$ cat config.mk
export PLATFORM = sky130hd
export DESIGN_NAME = seq_mult8
export DESIGN_NICKNAME = d
export VERILOG_FILES = /design/src/rtl/seq_mult8_pkg.sv /design/src/rtl/seq_mult8_fa8bit.sv /design/src/rtl/seq_mult8.sv
export SDC_FILE = /design/constraint.sdc
export NUM_CORES = 1
export LEC_CHECK = 0
export CORE_UTILIZATION = 57
export CTS_BUF_LIST = sky130_fd_sc_hd__clkbuf_16
export CTS_CLUSTER_SIZE = 8
export DETAILED_ROUTE_END_ITERATION = 6
export GPL_ROUTABILITY_DRIVEN = 1
export HOLD_SLACK_MARGIN = 0.15
export PLACE_DENSITY = 0.86
export SLEW_MARGIN = 20
export SYNTH_ARGS = -nofsm -noshare
export SYNTH_HDL_FRONTEND = slang
export SYNTH_SLANG_ARGS = --single-unit
$ cat constraint.sdc
create_clock -name clk -period 10 [get_ports clk]
set_input_delay 3 -clock clk [delete_from_list [all_inputs] [get_ports clk]]
set_output_delay 3 -clock clk [all_outputs]
set_load 0.01 [all_outputs]
$ cat src/rtl/seq_mult8_pkg.sv
// rtl/seq_mult8_pkg.sv - shared state encoding and widths for the sequential multiplier
package seq_mult8_pkg;

  localparam int WIDTH  = 8;
  localparam int ITER_W = 3;

  localparam logic [ITER_W-1:0] LAST_ITER = ITER_W'(WIDTH - 1);

  typedef enum logic [1:0] {
    IDLE = 2'd0,
    CALC = 2'd1,
    DONE = 2'd2
  } state_t;

endpackage

$ cat src/rtl/seq_mult8_fa8bit.sv
// rtl/seq_mult8_fa8bit.sv - 8-bit ripple-carry adder (FA8bit)
module FA8bit (
  input  logic [7:0] a,
  input  logic [7:0] b,
  input  logic       cin,
  output logic [7:0] sum,
  output logic       co
);

  logic [8:0] carry;

  assign carry[0] = cin;

  for (genvar i = 0; i < 8; i++) begin : g_bit
    assign sum[i]       = a[i] ^ b[i] ^ carry[i];
    assign carry[i + 1] = (a[i] & b[i]) | (carry[i] & (a[i] ^ b[i]));
  end

  assign co = carry[8];

endmodule

$ cat src/rtl/seq_mult8.sv
// rtl/seq_mult8.sv - iterative 8x8 unsigned shift-and-add multiplier
import seq_mult8_pkg::*;

module seq_mult8 (
  input  logic                 clk,
  input  logic                 rst_n,
  input  logic                 start,
  input  logic [WIDTH-1:0]     a,
  input  logic [WIDTH-1:0]     b,
  output logic                 busy,
  output logic                 done,
  output logic [2*WIDTH-1:0]   product
);

  state_t              state;
  state_t              state_nxt;
  logic [WIDTH-1:0]    mcand;
  logic [WIDTH-1:0]    acc_hi;
  logic [WIDTH-1:0]    acc_lo;
  logic [ITER_W-1:0]   cnt;

  logic                accept;
  logic [WIDTH-1:0]    add_b;
  logic [WIDTH-1:0]    add_sum;
  logic                add_co;
  logic [2*WIDTH-1:0]  shifted;

  assign accept = start && ((state == IDLE) || (state == DONE));
  assign add_b  = acc_lo[0] ? mcand : '0;

  FA8bit u_adder (
    .a   (acc_hi),
    .b   (add_b),
    .cin (1'b0),
    .sum (add_sum),
    .co  (add_co)
  );

  // 17-bit {co,sum,acc_lo} shifted right by one; bit 0 of acc_lo falls off
  assign shifted = {add_co, add_sum, acc_lo[WIDTH-1:1]};

  always_ff @(posedge clk or negedge rst_n) begin
    if (!rst_n) begin
      state <= IDLE;
    end else begin
      state <= state_nxt;
    end
  end

  always_comb begin
    state_nxt = state;
    busy      = 1'b0;
    done      = 1'b0;
    case (state)
      IDLE: begin
        if (accept) state_nxt = CALC;
      end
      CALC: begin
        busy = 1'b1;
        if (cnt == LAST_ITER) state_nxt = DONE;
      end
      DONE: begin
        done      = 1'b1;
        state_nxt = accept ? CALC : IDLE;
      end
      default: state_nxt = IDLE;
    endcase
  end

  always_ff @(posedge clk or negedge rst_n) begin
    if (!rst_n) begin
      mcand   <= '0;
      acc_hi  <= '0;
      acc_lo  <= '0;
      cnt     <= '0;
      product <= '0;
    end else if (accept) begin
      mcand  <= a;
      acc_hi <= '0;
      acc_lo <= b;
      cnt    <= '0;
    end else if (state == CALC) begin
      {acc_hi, acc_lo} <= shifted;
      cnt              <= cnt + 1'b1;
      if (cnt == LAST_ITER) product <= shifted;
    end
  end

endmodule

Word-level counts from Yosys, hierarchy flattened:

Cells that the tools add are included.

* reductions and logical operators: 6
* add/sub/neg operators: 1
* muxes and demuxes: 13
* bitwise logic cells: 38
* equality and inequality tests: 5

Operators with widths (count)
* 8-bit two-way mux: 5
* 1-bit bitwise AND: 15
* 1-bit XOR: 15
* 1-bit bitwise OR: 7
* 3-bit two-way mux: 2
* 2-bit case mux with 3 select lines: 1
* 2-bit two-way mux: 2
* 2-bit inequality test, second input constant: 2
* 3-bit by 1-bit adder with 3-bit output, second input constant: 1
* 3-bit == test, second input constant: 1
* 1-bit two-way mux: 3
* 3-bit AND reduction: 1
* 2-bit by 1-bit == test with 1-bit output, second input constant: 1
* 2-bit == test, second input constant: 1
* 2-bit logical NOT: 1
* 2-bit AND reduction: 1
* 2-bit nonzero test: 1
* 1-bit logical AND: 1
* 1-bit logical OR: 1
* 1-bit NOT: 1

* register bits after elaboration: 45
* output and inout port bits: 18

Depth between registers and ports, before layout:

Gate-level depths: netlist (run 1).

* word-level depth: 18
* gate-level depth with buffers: 14
* depth with buffers taken out: 13

Hierarchy:

A second synthesis (run 1) with hierarchy kept.

* cell total of the unflattened synthesis: 161
* area, all modules: 2289.7 um^2

Modules (own cells, without submodules)
* seq_mult8: seq. area each 1126.1 um^2, area each 2092.0 um^2, times used 1, cells an instance 143
* FA8bit: seq. area each 0.0 um^2, area each 197.7 um^2, times used 1, cells an instance 18

Worst setup path before layout (run 1):

No wires, ideal clock.

* path kind: flip-flop to flip-flop
* from: register acc_lo[0]
* to: register acc_hi[6]
* data required time: 9.879 ns
* setup slack: 6.006 ns
* setup time: 0.121 ns
* stages on the path, launching flop included: 14
* arrival time: 3.873 ns
* clock period less this slack: 3.994 ns
* buffers on the path: 1
* cells stage by stage: dfrtp_1 clkbuf_1 and2_1 ha_1 inv_1 fa_1 fa_1 fa_1 fa_1 fa_1 fa_1 fa_1 mux2i_1 a22o_1

* longest elaborated chain between the ends: 17

RTL lines
* start, declared: line seq_mult8.sv:19 `logic [WIDTH-1:0] acc_lo;`
* start signal, assigned: line seq_mult8.sv:83 `{acc_hi, acc_lo} <= shifted;`
* 8-bit two-way mux (*): line seq_mult8.sv:29 `assign add_b = acc_lo[0] ? mcand : '0;`
* 1-bit bitwise AND / 1-bit XOR (equally long branches): line seq_mult8_fa8bit.sv:16 `assign carry[i + 1] = (a[i] & b[i]) | (carry[i] & (a[i] ^ b[i]));`
* 1-bit bitwise AND: line seq_mult8_fa8bit.sv:16
* 1-bit bitwise OR: line seq_mult8_fa8bit.sv:16
* 1-bit bitwise AND: line seq_mult8_fa8bit.sv:16
* 1-bit bitwise OR: line seq_mult8_fa8bit.sv:16
* 1-bit bitwise AND: line seq_mult8_fa8bit.sv:16
* 1-bit bitwise OR: line seq_mult8_fa8bit.sv:16
* 1-bit bitwise AND: line seq_mult8_fa8bit.sv:16
* 1-bit bitwise OR: line seq_mult8_fa8bit.sv:16
* 1-bit bitwise AND: line seq_mult8_fa8bit.sv:16
* 1-bit bitwise OR: line seq_mult8_fa8bit.sv:16
* 1-bit bitwise AND: line seq_mult8_fa8bit.sv:16
* 1-bit bitwise OR: line seq_mult8_fa8bit.sv:16
* 1-bit XOR (*): line seq_mult8_fa8bit.sv:15 `assign sum[i] = a[i] ^ b[i] ^ carry[i];`
* 8-bit two-way mux (*): line seq_mult8.sv:82 `end else if (state == CALC) begin`
* 8-bit two-way mux (*): line seq_mult8.sv:77 `end else if (accept) begin`
* end signal, assigned: line seq_mult8.sv:83
* end, declared: line seq_mult8.sv:18 `logic [WIDTH-1:0] acc_hi;`

Every way passes the cells marked *; elsewhere a longest branch is shown, timed or not. The select of a mux whose other input is x is not followed.
A chain may end at the register's enable or synchronous reset.

Final worst setup path (run 1):

* from: input start
* to: register mcand[5]

* longest elaborated chain between the ends: 1

RTL lines
* start, declared: line seq_mult8.sv:7 `input logic start,`
* 1-bit logical AND: line seq_mult8.sv:28 `assign accept = start && ((state == IDLE) || (state == DONE));`
* end signal, assigned: line seq_mult8.sv:72 `mcand <= '0;`
* end signal, assigned: line seq_mult8.sv:78 `mcand <= a;`
* end, declared: line seq_mult8.sv:17 `logic [WIDTH-1:0] mcand;`

No other way between the ends.

==> results of run 1 <==
-- power by group --
| group | switching, mW | internal [mW] | leakage, nW | total [mW] |
|---|---|---|---|---|
| clock | 0.0650 | 0.116 | 0.0826 | 0.181 |
| sequential | 0.0607 | 0.273 | 0.548 | 0.334 |
| combinational | 0.196 | 0.227 | 0.534 | 0.424 |
-- registers in the layout, summed over array words and instances (netlist names) --
| signal | cells |
|---|---|
| product | 16 |
| acc_hi | 8 |
| acc_lo | 8 |
| mcand | 8 |
| cnt | 3 |
| state | 2 |
-- worst max-delay path, stage by stage --
cell and delay, ps:
clkdlybuf4s50_1 930, nor2b_1 710, mux2_2 420
-- cell families (layout without fill, tap and decap cells) --
group | after synthesis | after routing | synth area share
AOI/OAI and AO/OA | 37 | 37 | 0.111
xor gates and xnor gates | 1 | 1 | 0.00395
adders and majority gates | 10 | 10 | 0.0802
buffers and inverters | 23 | 56 | 0.0503
DFF | 45 | 45 | 0.508
muxes | 26 | 26 | 0.133
and+or+nand+nor | 46 | 46 | 0.114
-- area by class of cell --
cell class / count / area [sq um]
Inverter: 10 / 37.5
Timing Repair Buffer: 38 / 370
Fill cell: 253 / 953
Clock buffer: 5 / 125
Sequential cell: 45 / 1130
Multi-Input combinational cell: 120 / 978
Tap cell: 48 / 60.1
Clock inverter: 3 / 37.5
-- final timing paths --
| check | slack, ps | end | from | cells past startpoint |
|---|---|---|---|---|
| setup / recovery | 5100 | mcand[5] | start | 3 |
| hold / removal | 480 | product[10] | product[10] | 2 |
| setup reg to reg | 5870 | acc_hi[6] | acc_lo[0] | 12 |
| hold reg to reg | 480 | product[10] | product[10] | 2 |
| max in group asynchronous | 6550 | acc_hi[5] | rst_n | 1 |
| min in group asynchronous | 2870 | cnt[1] | rst_n | 1 |
-- routing by layer --
layer / wire (microns) / global-route usage / vias to the layer above
met2: 2000 / 0.366 / 37
met3: 170 / 0.0643 / 7
met1: 1820 / 0.298 / 730
met5: 0 / 0 / -
li1: - / - / 708
met4: 84 / 0.0972 / 0
-- metrics by stage --
stage	instance area, sq um	power [mW]	setup WS [ps]	instances
after floorplan	2220	0.609	6010	188
after global placement	2570	0.727	4910	261
after detailed placement	2570	0.756	4830	261
after CTS	2740	0.945	5120	269
after global routing	2740	1.02	4970	269
final	2740	0.939	5100	269
-- placed cells by master (no fill, tap or decap), drive strengths merged --
cell type,n
a211oi,7
a21o,1
a21oi,7
a221o,1
a22o,6
and2,1
and2b,1
buf,3
bufinv,1
clkbuf,5
clkdlybuf4s50,35
clkinv,1
dfrtp,45
fa,7
ha,3
inv,11
mux2,18
mux2i,8
nand2,17
nand2b,10
nand3,5
nand3b,1
nor2,1
nor2b,9
nor3b,1
o21ai,10
o31ai,5
xnor2,1
==> results by group, run 1 <==
Drt
  • DR iter-0 viols: 110
  • Final WL: 4070 microns
  • Total vias in the final route: 1,482
  • DRC viols: 0
  • Post-DR vias/cell: 5.51
  • WL/cell: 15.1 microns
  • DRT antenna net count: 0
  • Drt first pass iters: 4

Synth
  • Number of distinct library cells after synthesis: 29
  • Post-synth EDFFs: 0
  • Seq/Total Area, Yosys: 0.508
  • Post-Syn Area: 2220 sq um
  • Cells after synthesis: 188
  • FF+latch count, synth: 45
  • Synth cell count leaders: 45 x dfrtp_1, 17 x nand2_1, 15 x mux2_2
  • Post-synth top area cell: dfrtp_1
  • Cell with the most instances after synthesis: dfrtp_1
  • Synthesized Nets: 217
  • Post-synth top flop: dfrtp_1
  • Yosys warning total: 0
  • Async SR Flop Fraction: 1.00
  • Syn Area/Cell: 11.8 sq um
  • Share of the synthesized area in the top cell type: 0.508
  • Synth top area cells: dfrtp_1 51%, mux2_2 7.6%, fa_1 6.3%

Cells and area
  • Synth-to-layout area growth: 23.4%
  • Layout Nets: 249
  • Util after Layout: 0.742
  • Antenna cells: 0
  • Layout cells sized above 1: 0.127

Timing
  • Unrepaired setup endpoints after global routing: false
  • Clock skew after layout: 5.60 ps
  • Final Hold Viols: 0
  • Fin crit share: 0.490
  • Worst Tran Pin Value: 946 ps
  • Hold Worst Slack: 482 ps
  • Rel. slew slack: 0.369
  • Max Fclk: 0.204 GHz
  • Setup_tns: 0 ps
  • Setup-failing EPs final: 0
  • Slew Viols, Final: 0
  • Tmin final: 4900 ps

Placed design
  • Input/output buffers: 36
  • RePlAce Congestion: 0.829
  • Detailed placer's ending HPWL: 2820 microns

Die
  • Die area: 4140 sq um
  • I/O pin count: 37
  • Die width: 64.4 microns
  • Rows: 22
  • DIE HEIGHT: 64.4 microns
  • Core box area: 3690 sq um
  • Starting Density: 0.601

Clock tree
  • Post-cts resize count: 0
  • Worst-Skew Late Latency: 280 ps
  • Clock transition at path regs: 60 ps
  • H-tree depth reported by CTS: 2
  • Post-CTS setup buffers: 0
  • Cts bufs inserted: 5
  • CTS root buf: clkbuf_16
  • CTS tree: done
  • Clock Sinks: 45
  • Clock Path Buffers: 2
  • # hold bufs at CTS: 0

Critical path
  • Crit-path max FO: 21
  • Setup Crit Path Kind: input port to flop
  • CP Capture Type: flop
  • Crit start category: input port
  • Crit path DAT: 5060 ps
  • WP data required: 10,160 ps

Run
  • Maximum capacitance violations: 0

Pwr
  • PwrDens: 343 nW/um^2
  • Leakage Power: 1.16 nW
  • Worst VDD drop: 163 uV

GRT
  • Initial antenna violation count: 0
  • Vias in the first global route: 1,466
  • GRT Residual Overflow: 0
  • First-pass GRT wire length: 7020 microns
  • All-Layer GR Usage: 0.231
  • Largest net degree at the start of global routing: 46

Status
  • Status: finished, final reports clean

Min path
  • Hold WC Path Type: flop to flop
No activity file was read; power rests on OpenSTA's default activity.
==> run 2: changes to the inputs <==
--- a/config.mk
+++ b/config.mk
@@ -5,13 +5,13 @@
 export SDC_FILE = /design/constraint.sdc
 export NUM_CORES = 1
 export LEC_CHECK = 0
-export CORE_UTILIZATION = 57
+export CORE_UTILIZATION = 47
 export CTS_BUF_LIST = sky130_fd_sc_hd__clkbuf_16
 export CTS_CLUSTER_SIZE = 8
 export DETAILED_ROUTE_END_ITERATION = 6
 export GPL_ROUTABILITY_DRIVEN = 1
 export HOLD_SLACK_MARGIN = 0.15
-export PLACE_DENSITY = 0.86
+export PLACE_DENSITY = 0.76
 export SLEW_MARGIN = 20
 export SYNTH_ARGS = -nofsm -noshare
 export SYNTH_HDL_FRONTEND = slang
==> constraint.sdc (replaced) <==
create_clock -name clk -period 4.01 [get_ports clk]
set_input_delay 1.203 -clock clk [delete_from_list [all_inputs] [get_ports clk]]
set_output_delay 1.203 -clock clk [all_outputs]
set_load 0.01 [all_outputs]
==> run 2 against run 1 <==
Effect of this change: the run now ends with design-rule violations left; power grew 140%; flip-flop and latch count is the same; setup slack lost 4900 ps; die area grew 21%; combinational power grew 150%; final area is the same; via count shrank 0.88%; critical path depth grew 9; utilization shrank 13 points; final cell count grew 1.9%; critical path type is now flop to flop; largest power group unchanged.
==> results by group, run 2 (synthesis results as in run 1) <==
Critical path
  • CP max-delay cell: fa_1
  • Largest stage delay, worst path: 510 ps
  • R2R depth: 12
  • Setup slack, reg-to-reg: 160 ps
  • Crit start category: flop
  • Crit path DAT: 4030 ps
  • Reg2reg end: acc_hi[6]
  • Most used cell, CP: fa_1
  • Buf/Inv on CP: 1
  • CP Capture Type: flop
  • Setup Crit Path Kind: flop to flop
  • Worst path top cell family by delay: adder cells
  • Reg-to-Reg Start: acc_lo[0]
  • Crit-path max FO: 2
  • Crit-path cells: and2_1 -> ha_1 -> inv_1 -> fa_1 -> fa_1 -> fa_1 -> fa_1 -> fa_2 -> fa_1 -> fa_1 -> mux2i_1 -> a22o_1
  • Crit. Startpoint: acc_lo[0]
  • WP data required: 4190 ps

Pwr
  • P_sw: 781 uW
  • Final Power: 2.27 mW
  • Gate power share: 0.465
  • Pint: 1.49 mW
  • Leakage Power: 1.16 nW
  • PwrDens: 829 nW/um^2
  • Sw frac: 0.344
  • Worst VDD drop: 323 uV
  • Clock power frac: 0.169
  • Sequential Power Share: 0.367

Cells and area
  • Synth-to-layout area growth: 23.4%
  • Antenna cells: 0
  • Final instance area: 2740 sq um
  • Biggest register: product
  • Fin cells: 274
  • Most common cell after layout, fill and taps aside: dfrtp_1
  • Max FFs per register: 16
  • Layout Nets: 252
  • Layout cells sized above 1: 0.144
  • Commonest non-fill, non-tap cells in the layout: 45 x dfrtp_1, 35 x clkdlybuf4s50_1, 17 x nand2_1, 15 x mux2_2

Timing
  • Setup-failing EPs final: 0
  • Slew Viols, Final: 0
  • Rel. slew slack: 0.630
  • Max Fclk: 0.259 GHz
  • Clock skew after layout: 5.21 ps
  • Worst Tran Pin Value: 555 ps
  • Setup_tns: 0 ps
  • Unrepaired setup endpoints after global routing: false
  • Fin crit share: 0.961
  • Worst setup margin: 156 ps
  • Final Hold Viols: 0
  • Tmin final: 3850 ps

Drt
  • DRT antenna net count: 0
  • DRC viols: 6
  • Total vias in the final route: 1,469
  • Drt first pass iters: 6
  • Final WL: 3950 microns
  • Post-DR vias/cell: 5.36
  • DR iter-0 viols: 98
  • WL/cell: 14.4 microns

Clock tree
  • Clock Path Buffers: 2
  • H-tree depth reported by CTS: 2
  • Worst-Skew Late Latency: 290 ps
  • CTS root buf: clkbuf_16
  • # hold bufs at CTS: 0
  • Clock Sinks: 45
  • Cts bufs inserted: 5
  • Post-CTS setup buffers: 0
  • Post-cts resize count: 0
  • CTS tree: done
  • Clock transition at path regs: 60 ps

Placed design
  • RePlAce Congestion: 0.744
  • Placed instance count: 268
  • Placed cell area: 2600 sq um
  • Place WS: 98.0 ps
  • Input/output buffers: 36
  • Detailed placer's ending HPWL: 2680 microns

Die
  • Starting Density: 0.499
  • Core box area: 4440 sq um
  • Die area: 4990 sq um
  • DIE HEIGHT: 70.7 microns
  • Die width: 70.7 microns
  • Rows: 24
  • I/O pin count: 37

GRT
  • Vias in the first global route: 1,347
  • First-pass GRT wire length: 6600 microns
  • Largest net degree at the start of global routing: 46
  • All-Layer GR Usage: 0.176
  • Initial antenna violation count: 0
  • GRT Residual Overflow: 0

Status
  • Failing checks: design-rule violations
  • Status: complete, but fails checks

Run
  • Maximum capacitance violations: 0

Min path
  • Worst Hold End: product[11]
  • Hold WC Path Type: flop to flop
  • WHS Path Cells: 2
  • Worst Hold Launch: product[11]
run 2: changes by cell type in the layout (fill, tap and decap cells not counted), sizes merged:
cell	delta
buf	+3
inv	-1
bufinv	-1
run 2: layout make-up:
class                           count  area (sq um)
Multi-Input combinational cell    120           981
Inverter                           10          37.5
Fill cell                         380          1710
Timing Repair Buffer               41           395
Clock inverter                      1          5.00
Tap cell                           52          65.1
Clock buffer                        5           125
Sequential cell                    45          1130
run 2: how the worst max path moves through the flow:
stage,end,cells past startpoint
final,acc_hi[6],12
after global routing,acc_hi[6],12
after global placement,acc_hi[6],12
after CTS,acc_hi[6],12
after detailed placement,acc_hi[6],12
after floorplan,acc_hi[6],13
run 2: layer usage:
metal | track usage | share of wire
met5 | 0 | 0
met4 | 0.0667 | 0.018
met2 | 0.248 | 0.44
met1 | 0.262 | 0.50
met3 | 0.0470 | 0.043
run 2: metrics by stage:
step / util / hold slack (ps)
final: 0.615 / 476
after global routing: 0.615 / 495
after CTS: 0.614 / 484
after detailed placement: 0.585 / 471
after global placement: 0.585 / 462
after floorplan: - / 466
run 2: power by group through the flow:
stage                     logic (mW)  clock network, mW  registers (mW)
after floorplan                0.693                  0           0.825
after global placement          1.02                  0           0.828
after detailed placement        1.06                  0           0.837
after CTS                       1.06              0.389           0.833
after global routing            1.18              0.412           0.864
final                           1.05              0.382           0.832
run 2: worst min-delay path, cell delays in order (launching register included):
cell and delay (ps):
dfrtp_1 340, nand2_1 40, o21ai_0 60
==> run 3: changes to the inputs <==
--- a/config.mk
+++ b/config.mk
@@ -5,13 +5,13 @@
 export SDC_FILE = /design/constraint.sdc
 export NUM_CORES = 1
 export LEC_CHECK = 0
-export CORE_UTILIZATION = 47
+export CORE_UTILIZATION = 35
 export CTS_BUF_LIST = sky130_fd_sc_hd__clkbuf_16
 export CTS_CLUSTER_SIZE = 8
 export DETAILED_ROUTE_END_ITERATION = 6
 export GPL_ROUTABILITY_DRIVEN = 1
 export HOLD_SLACK_MARGIN = 0.15
-export PLACE_DENSITY = 0.76
+export PLACE_DENSITY = 0.6
 export SLEW_MARGIN = 20
 export SYNTH_ARGS = -nofsm -noshare
 export SYNTH_HDL_FRONTEND = slang
==> run 3 against run 2 <==
Effect of this change: the flow now finishes without violations; first-iteration DRC count fell by 35%; power rose by 3.0%; via count fell by 2.0%; clock power rose by 20%; largest cell class unchanged.
==> results by group, run 3 (synthesis results as in run 1) <==
Status
  • Status: finished, final reports clean

Cells and area
  • Max FFs per register: 16
  • Commonest non-fill, non-tap cells in the layout: 45 x dfrtp_1, 35 x clkdlybuf4s50_1, 17 x nand2_1, 15 x mux2_2
  • Biggest register: product
  • Most common cell after layout, fill and taps aside: dfrtp_1
  • Layout cells sized above 1: 0.147
  • Antenna cells: 0
  • Fill cells: 591
  • Fin cells: 299
  • Synth-to-layout area growth: 26.4%
  • Layout Nets: 252

Critical path
  • CP Capture Type: flop
  • Most used cell, CP: fa_1
  • Setup Crit Path Kind: flop to flop
  • Buf/Inv on CP: 1
  • Worst path top cell family by delay: adder cells
  • Largest stage delay, worst path: 510 ps
  • Crit start category: flop
  • WP data required: 4180 ps
  • Crit path DAT: 4030 ps
  • Crit-path max FO: 2
  • Crit-path cells: and2_1 -> ha_1 -> inv_1 -> fa_1 -> fa_1 -> fa_2 -> fa_1 -> fa_1 -> fa_1 -> fa_1 -> mux2i_1 -> a22o_1
  • CP max-delay cell: fa_1

Run
  • Maximum capacitance violations: 0

Pwr
  • Leakage Power: 1.18 nW
  • Worst VDD drop: 324 uV
  • PwrDens: 834 nW/um^2

Drt
  • Final WL: 4000 microns
  • Drt first pass iters: 4
  • WL/cell: 13.4 microns
  • DRC viols: 0
  • Total vias in the final route: 1,439
  • Post-DR vias/cell: 4.81
  • DR iter-0 viols: 64
  • DRT antenna net count: 0

Die
  • Rows: 28
  • Core box area: 6030 sq um
  • Die width: 81.6 microns
  • DIE HEIGHT: 81.6 microns
  • Starting Density: 0.368
  • I/O pin count: 37
  • Die area: 6650 sq um

Clock tree
  • Clock Sinks: 45
  • Cts bufs inserted: 5
  • Clock transition at path regs: 60 ps
  • Worst-Skew Late Latency: 280 ps
  • H-tree depth reported by CTS: 2
  • Clock Path Buffers: 2
  • CTS root buf: clkbuf_16
  • CTS tree: done

Timing
  • Rel. slew slack: 0.624
  • Hold Worst Slack: 475 ps
  • Tmin final: 3860 ps
  • Final Hold Viols: 0
  • Clock skew after layout: 4.23 ps
  • Setup_tns: 0 ps
  • Setup-failing EPs final: 0
  • Worst setup margin: 148 ps
  • Unrepaired setup endpoints after global routing: false
  • Max Fclk: 0.259 GHz
  • Fin crit share: 0.963
  • Slew Viols, Final: 0
  • Worst Tran Pin Value: 563 ps

Placed design
  • RePlAce Congestion: 0.700
  • Placed instance count: 291
  • Input/output buffers: 36
  • Detailed placer's ending HPWL: 2840 microns
  • Place WS: 109 ps

GRT
  • GRT Residual Overflow: 0
  • Initial antenna violation count: 0
  • Largest net degree at the start of global routing: 46
  • First-pass GRT wire length: 6790 microns
  • All-Layer GR Usage: 0.137
  • Vias in the first global route: 1,414

Min path
  • Hold WC Path Type: flop to flop
run 3: cell types whose count changed in the layout (fill, tap and decap cells not counted):
cell and delta:
clkinv_1 +1, clkinv_2 -1, bufinv_16 +1, clkinvlp_4 +1
run 3: layout make-up:
class                   count  area [sq um]  area share
flip-flops and latches     45          1130       0.402
multi-input cells         120           981       0.350
repair buffers             41           395       0.141
clock buffers               5           125      0.0447
well taps                  75          93.8      0.0335
clock inverters             3          41.3      0.0147
inverters                  10          37.5      0.0134
run 3: per-layer routing:
layer  track usage  share of wire  vias up
met5             0              0        -
met4        0.0474          0.015        0
met3        0.0300          0.039        5
met2         0.198           0.43       33
met1         0.201           0.51      684
li1              -              -      717
run 3: timing repair:
action                     in CTS  in global routing
gates resized for setup         0                  1
hold buffers                    0                  0
setup buffers                   0                  0
setup endpoints to repair       0                  1
run 3: worst paths after layout:
check	start	cells after the start	slack, ps	to
worst min register to register	product[10]	2	480	product[10]
worst max register to register	mcand[0]	12	150	acc_hi[6]
min in group asynchronous	rst_n	1	910	mcand[7]
worst min-delay path	product[10]	2	480	product[10]
worst max-delay path	mcand[0]	12	150	acc_hi[6]
max in group asynchronous	rst_n	1	2720	acc_hi[2]
run 3: through the flow:
stage	cell area, sq um	util	power (mW)
3_5_place_dp	2630	0.436	1.90
4_1_cts	2800	0.464	2.36
5_1_grt	2800	0.465	2.54
2_1_floorplan	2220	-	1.52
3_3_place_gp	2630	0.436	1.87
6_report	2800	0.465	2.34
run 3: power by group:
| part | leakage [nW] | internal, mW | switching [mW] |
|---|---|---|---|
| registers | 0.548 | 0.681 | 0.151 |
| logic | 0.550 | 0.582 | 0.463 |
| clock network | 0.0775 | 0.292 | 0.167 |
run 3: worst reg2reg max path, stage by stage, from the launching register on:
cell and delay (ps):
dfrtp_1 340, and2_1 130, ha_1 130, inv_1 50, fa_1 370, fa_1 390
fa_2 350, fa_1 380, fa_1 400, fa_1 390, fa_1 510, mux2i_1 70
a22o_1 230
